<file path="config.mk">
export PLATFORM = sky130hd
export DESIGN_NAME = msi_irq_scheduler
export DESIGN_NICKNAME = d
export VERILOG_FILES = /design/src/rtl/msi_irq_scheduler.sv
export SDC_FILE = /design/constraint.sdc
export NUM_CORES = 1
export LEC_CHECK = 0
export CAP_MARGIN = 20
export CORE_AREA = 2 2 73 110
export CTS_BUF_LIST = sky130_fd_sc_hd__clkbuf_8
export DETAILED_ROUTE_END_ITERATION = 6
export DIE_AREA = 0 0 75 112
export PLACE_DENSITY = 0.47
export SLEW_MARGIN = 40
export SYNTH_ARGS = -nofsm -noshare
export SYNTH_HDL_FRONTEND = slang
export SYNTH_SLANG_ARGS = --single-unit
</file>
<file path="constraint.sdc">
create_clock -name axi_clk_pcie -period 1.4 [get_ports axi_clk_pcie]
set_input_delay 0.21 -clock axi_clk_pcie [delete_from_list [all_inputs] [get_ports axi_clk_pcie]]
set_output_delay 0.21 -clock axi_clk_pcie [all_outputs]
set_load 0.01 [all_outputs]
</file>
<file path="src/rtl/msi_irq_scheduler.sv">
// msi_irq_scheduler: shares one MSI request/grant handshake
// among N_SRC edge-triggered interrupt sources, round robin.
module msi_irq_scheduler #(
  parameter int N_SRC   = 4,
  parameter int TIMEOUT = 1024,
  parameter int GAP     = 4
) (
  input  logic             axi_clk_pcie,
  input  logic             sys_resetn,
  input  logic [N_SRC-1:0] irq_in,
  input  logic [N_SRC-1:0] irq_mask,
  input  logic             link_up,
  input  logic             msi_enabled,
  input  logic [2:0]       msi_vector_width,
  input  logic             msi_grant,
  output logic             msi_request,
  output logic [4:0]       msi_vector_num,
  output logic [N_SRC-1:0] irq_pending,
  output logic [N_SRC-1:0] irq_ack,
  output logic             timeout_err,
  output logic             busy
);

  localparam int SW = (N_SRC > 1) ? $clog2(N_SRC) : 1;
  localparam int CW = $clog2(TIMEOUT);
  localparam int GW = (GAP > 1) ? $clog2(GAP) : 1;

  typedef enum logic [1:0] {
    S_IDLE,
    S_REQ,
    S_GAP
  } state_t;

  state_t           r_state;
  logic [SW-1:0]    r_sel;
  logic [SW-1:0]    r_rr;
  logic [CW-1:0]    r_wcnt;
  logic [GW-1:0]    r_gcnt;
  logic             r_req;
  logic [4:0]       r_vec;
  logic [N_SRC-1:0] r_ack;
  logic             r_to;
  logic             r_busy;
  logic [N_SRC-1:0] r_pend;
  logic [N_SRC-1:0] r_prev;

  logic [N_SRC-1:0] w_edge;
  logic [N_SRC-1:0] w_elig;
  logic [N_SRC-1:0] w_sel_oh;
  logic [N_SRC-1:0] w_clr;
  logic             w_live;
  logic             w_go;
  logic             w_grant_ok;
  logic             w_found;
  logic [SW-1:0]    w_pick;
  logic [SW-1:0]    w_rr_nxt;
  logic [2:0]       w_vwc;
  logic [5:0]       w_vm6;
  logic [4:0]       w_vec;

  assign w_edge     = irq_in & ~r_prev;
  assign w_elig     = r_pend & ~irq_mask;
  assign w_live     = link_up & msi_enabled;
  assign w_go       = w_live & (|w_elig);
  assign w_grant_ok = (r_state == S_REQ) & msi_grant & w_live;
  assign w_clr      = w_grant_ok ? w_sel_oh : '0;

  // widths above 5 behave as 5 (32 vectors max)
  assign w_vwc = (msi_vector_width > 3'd5) ? 3'd5 : msi_vector_width;
  assign w_vm6 = (6'd1 << w_vwc) - 6'd1;
  assign w_vec = 5'(w_pick) & w_vm6[4:0];

  assign w_rr_nxt = (r_sel == SW'(N_SRC - 1)) ? '0 : r_sel + 1'b1;

  // first eligible source at or above rr, wrapping
  always_comb begin
    int idx;
    w_found = 1'b0;
    w_pick  = '0;
    for (int k = 0; k < N_SRC; k++) begin
      idx = int'(r_rr) + k;
      if (idx >= N_SRC) idx = idx - N_SRC;
      if (!w_found && w_elig[idx]) begin
        w_found = 1'b1;
        w_pick  = SW'(idx);
      end
    end
  end

  // one-hot of the source being served
  always_comb begin
    w_sel_oh = '0;
    for (int i = 0; i < N_SRC; i++)
      w_sel_oh[i] = (r_sel == SW'(i));
  end

  // pending latch: new edge beats grant clear, link down wipes all
  always_ff @(posedge axi_clk_pcie or negedge sys_resetn) begin
    if (!sys_resetn) begin
      r_prev <= '0;
      r_pend <= '0;
    end else begin
      r_prev <= irq_in;
      if (!link_up) r_pend <= '0;
      else          r_pend <= (r_pend & ~w_clr) | w_edge;
    end
  end

  // request FSM with registered handshake outputs
  always_ff @(posedge axi_clk_pcie or negedge sys_resetn) begin
    if (!sys_resetn) begin
      r_state <= S_IDLE;
      r_sel   <= '0;
      r_rr    <= '0;
      r_wcnt  <= '0;
      r_gcnt  <= '0;
      r_req   <= 1'b0;
      r_vec   <= '0;
      r_ack   <= '0;
      r_to    <= 1'b0;
      r_busy  <= 1'b0;
    end else begin
      r_ack <= '0;
      r_to  <= 1'b0;
      unique case (r_state)
        S_IDLE: begin
          if (w_go) begin
            r_state <= S_REQ;
            r_sel   <= w_pick;
            r_vec   <= w_vec;
            r_req   <= 1'b1;
            r_busy  <= 1'b1;
            r_wcnt  <= '0;
          end
        end
        S_REQ: begin
          if (!w_live) begin
            r_state <= S_GAP;
            r_req   <= 1'b0;
            r_gcnt  <= '0;
          end else if (msi_grant) begin
            r_state <= S_GAP;
            r_req   <= 1'b0;
            r_gcnt  <= '0;
            r_ack   <= w_sel_oh;
            r_rr    <= w_rr_nxt;
          end else if (r_wcnt == CW'(TIMEOUT - 1)) begin
            r_state <= S_GAP;
            r_req   <= 1'b0;
            r_gcnt  <= '0;
            r_to    <= 1'b1;
            r_rr    <= w_rr_nxt;
          end else begin
            r_wcnt <= r_wcnt + 1'b1;
          end
        end
        S_GAP: begin
          if (r_gcnt == GW'(GAP - 1)) begin
            r_state <= S_IDLE;
            r_busy  <= 1'b0;
          end else begin
            r_gcnt <= r_gcnt + 1'b1;
          end
        end
        default: begin
          r_state <= S_IDLE;
          r_req   <= 1'b0;
          r_busy  <= 1'b0;
        end
      endcase
    end
  end

  assign msi_request    = r_req;
  assign msi_vector_num = r_vec;
  assign irq_pending    = r_pend;
  assign irq_ack        = r_ack;
  assign timeout_err    = r_to;
  assign busy           = r_busy;

endmodule

</file>
==> impl_summary.txt <==
----------------------------------------------------
[Run status]
  Run status ... complete, but fails checks
  Violations in the final reports ... setup timing

[Placement]
  Placer's final routability congestion estimate ... 0.735
  Worst setup timing slack at the placement stage ... -0.468 ns
  Count of port buffers added during placement ... 28
  HPWL after detailed placement ... 3680 um

[Synthesis]
  Fraction of post-synthesis cell area in the top cell type by area ... 0.481
  Post-synth cell types ... 41
  Number of cells produced by synthesis ... 175
  Most used DFF post-synth ... sky130_fd_sc_hd__dfrtp_1
  Cells taking the most area after synthesis ... sky130_fd_sc_hd__dfrtp_1, sky130_fd_sc_hd__o21ai_0, sky130_fd_sc_hd__ha_1, sky130_fd_sc_hd__nor2b_1, sky130_fd_sc_hd__o21a_1
  Count of state elements after synthesis ... 35
  Yosys top cell by area ... sky130_fd_sc_hd__dfrtp_1
  Multiplexer area fraction after synthesis ... 0.0460
  Post-synth EDFFs ... 0
  Share of synthesized cell area in full adder, half adder and majority cells ... 0.0412
  Post-Synthesis Cell Area ... 0.00182 mm2
  Most used standard cell by instance count after synthesis ... sky130_fd_sc_hd__dfrtp_1
  Combinational family with the most area after synthesis ... simple AND/OR/NAND/NOR gates
  Post-synth ARST share ... 1.00
  Share of the synthesized area in compound gates (AO/OA/AOI/OAI) ... 0.175
  Syn avg cell area ... 10.4 um2
  Total of warnings raised by yosys ... 0
  Parity-gate share of the synthesized area counting xor and xnor cells ... 0
  List of most frequent post-synthesis cells ... sky130_fd_sc_hd__dfrtp_1, sky130_fd_sc_hd__o21ai_0, sky130_fd_sc_hd__nand3_1, sky130_fd_sc_hd__nor2b_1
  Simple-gate portion of the synthesized area ... 0.219
  Sequential element share of the synthesized area ... 0.481

[Final layout]
  ANT cells ... 0
  Synthesis-to-finish area growth ... 61.7%
  Fraction of final layout cells sized beyond drive strength 1 ... 0.400
  Fin nets ... 282

[Pwr]
  Leakage power figure ... between 1 and 1.5 nW
  Portion of total power attributed to the clock network ... 0.251
  Pwr per Cell Area ... 1010 mW/mm2
  Maximum vdd drop ... 0.000366 V
  Internal Dissipation ... 0.00206 W
  Sw frac ... 0.309
  Overall power of the completed layout ... 0.00298 W
  Share of power burned in registers ... 0.440
  Net switching power ... 0.000921 W
  Fraction of power consumed by combinational cells ... 0.309

[STA]
  Highest clock frequency the design can meet ... 0.652 GHz
  RSZ-0062 raised after global routing ... true
  Number of setup violations in the final report ... 21
  Worst Setup Slack, final ... -0.134 ns
  Max Slew Vio Count ... 0
  Period Utilization, post-route ... 1.10
  Largest clock skew in the final design ... approximately 0.0022 ns
  Shortest period the worst path allows ... 1.53 ns
  Final Hold Violating Endpoints ... 0

[Clock network]
  Insertion delay to the later sink of the worst-skew pair ... 0.28 ns
  H-tree Lvls ... 2
  CTS Buf Count ... 5
  Root Buffer ... sky130_fd_sc_hd__clkbuf_8
  CTS tree ... yes
  Clk buf depth ... 2
  Clock sink count ... 35
  Clk pin slew, worst setup/hold paths ... 0.07 ns

[Critical path]
  Beginning of the worst register-to-register path ... r_wcnt[0]
  Origin of the worst setup path ... r_wcnt[0]
  Signal arrival time at the worst endpoint ... 1.71 ns
  Crit start category ... flip-flop
  Largest fanout on the critical path ... 8
  Critical Setup Path Class ... flip-flop to flip-flop
  Required time at the worst-slack endpoint ... between 1.5 and 2 ns
  Sort of element at the end of the critical path ... flip-flop

[Global routing]
  Antenna violations before repair ... 0
  Number of global-route vias before repair ... ~1800
  GRT Residual Overflow ... 0
  First-pass GRT wire length ... 8280 um
  Pin count of the biggest net entering global routing ... 36
  Global-route usage over all layers ... 0.130

[Route]
  Vias per cell ... 4.51
  First-pass iteration count of the detailed router ... 4
  Number of DRC violations after detailed-routing iteration 0 ... 69
  Total via count in the routed design ... 1633
  DRC violations left ... 0
  Routed length per placed instance ... 13.8 um
  Post-route ant nets ... 0
  Wirelength, routed ... 4990 um

[Floorplanning]
  Area enclosed by the die boundary ... 0.00840 mm2
  Number of placed I/O pins ... 32
  Overall die width ... 75 um
  Floorplan core area ... 0.00747 mm2
  Die Ht ... 112 um
  Number of core rows ... 39
  Starting density of the core ... 0.244

[Min path]
  Min-Delay Startpoint ... irq_in[2]
  Hold Crit Class ... input pin to flip-flop

[Job]
  Max capacitance violation total ... 0

----------------------------------------------------
## critical path, stage by stage (launching register included)
cell and delay, ns:
sky130_fd_sc_hd__dfrtp_1 0.43, sky130_fd_sc_hd__ha_4 0.18, sky130_fd_sc_hd__nand2_4 0.07, sky130_fd_sc_hd__o311ai_4 0.39, sky130_fd_sc_hd__buf_6 0.18, sky130_fd_sc_hd__nand2_4 0.05
sky130_fd_sc_hd__a21o_1 0.14
## area by class of cell
| class | count | area [um2] |
|---|---|---|
| Tap cell | 102 | 128 |
| Inverter | 6 | 22.5 |
| Clock buffer | 6 | 82.6 |
| Timing Repair Buffer | 83 | 711 |
| Multi-Input combinational cell | 129 | 1120 |
| Sequential cell | 35 | 878 |
| Clock inverter | 1 | 5.00 |
| Fill cell | 755 | 4520 |
## per-layer routing
layer	up-vias	share of wire	global-route usage
met5	-	0	0
met4	0	0.015	0.0500
met3	4	0.024	0.0226
met2	23	0.57	0.241
met1	800	0.39	0.139
li1	806	-	-
## state kept, by name, indices dropped and copies added (netlist names)
signal,cells
r_prev,4
r_sel,2
r_state,2
r_gcnt,2
timeout_err,1
msi_request,1
msi_vector_num,2
r_rr,2
irq_ack,4
busy,1
irq_pending,4
r_wcnt,10
## placed cells by master, fill, tap and decap left out, types with 4 or more instances in the layout
cell type                         count
sky130_fd_sc_hd__mux2i_1              5
sky130_fd_sc_hd__clkdlybuf4s50_1     16
sky130_fd_sc_hd__nor2_1               4
sky130_fd_sc_hd__buf_4               48
sky130_fd_sc_hd__and3_4               5
sky130_fd_sc_hd__clkbuf_8             6
sky130_fd_sc_hd__nor2b_1              9
sky130_fd_sc_hd__ha_1                 5
sky130_fd_sc_hd__o21a_1               7
sky130_fd_sc_hd__a21oi_1              4
sky130_fd_sc_hd__o21ai_2              4
sky130_fd_sc_hd__inv_1                6
sky130_fd_sc_hd__o21bai_1             4
sky130_fd_sc_hd__o21ai_0             10
sky130_fd_sc_hd__dlygate4sd2_1        8
sky130_fd_sc_hd__buf_6                6
sky130_fd_sc_hd__dfrtp_1             33
sky130_fd_sc_hd__nand3_1              7
## cells by family (layout without fill, tap and decap cells)
logic type / after synthesis / in the layout
AND/OR/NAND/NOR: 65 / 65
AO/OA/AOI/OAI: 47 / 47
flip-flops: 35 / 35
buffers and inverters: 13 / 96
multiplexers: 8 / 8
adder cells (fa/ha/maj): 6 / 6
other: 1 / 3
## path summary, 6_finish.rpt
| path | slack [ns] | depth (start not counted) | end |
|---|---|---|---|
| max in group asynchronous | 0.54 | 3 | irq_pending[0] |
| min in group asynchronous | 0.49 | 3 | msi_request |
| worst max-delay path | -0.13 | 6 | msi_request |
| worst min-delay path | 0.38 | 1 | r_prev[2] |
| worst max register to register | -0.13 | 6 | msi_request |
| worst min register to register | 0.47 | 1 | msi_request |
## power groups by stage
stage                     registers, W  clock network, W  logic, W
after global routing           0.00134          0.000808   0.00102
after detailed placement       0.00132                 0  0.000809
after global placement         0.00132                 0  0.000794
final                          0.00131          0.000748  0.000921
after floorplan                0.00132                 0  0.000362
after CTS                      0.00130          0.000786  0.000858
## repair_timing
item | in CTS | in global routing
endpoints found under the setup margin | 31 | 27
buffers inserted | 5 | 3
pin swaps | 13 | 9
endpoints found under the hold margin | 35 | 0
gates resized for setup | 27 | 34
hold buffers | 1 | 0
## metrics by stage
step | utilization | cell area [um2] | hold WS [ns] | setup TNS [ns] | cells
2_1_floorplan | - | 1880 | -0.0856 | -0.185 | 177
6_report | 0.395 | 2950 | 0.381 | -1.49 | 362
4_1_cts | 0.376 | 2810 | 0.377 | -2.35 | 361
5_1_grt | 0.395 | 2950 | 0.388 | -3.37 | 362
3_3_place_gp | 0.347 | 2590 | 0.283 | -10.03 | 348
3_5_place_dp | 0.347 | 2590 | 0.289 | -9.94 | 348
Power figures use the tool's default switching activity.
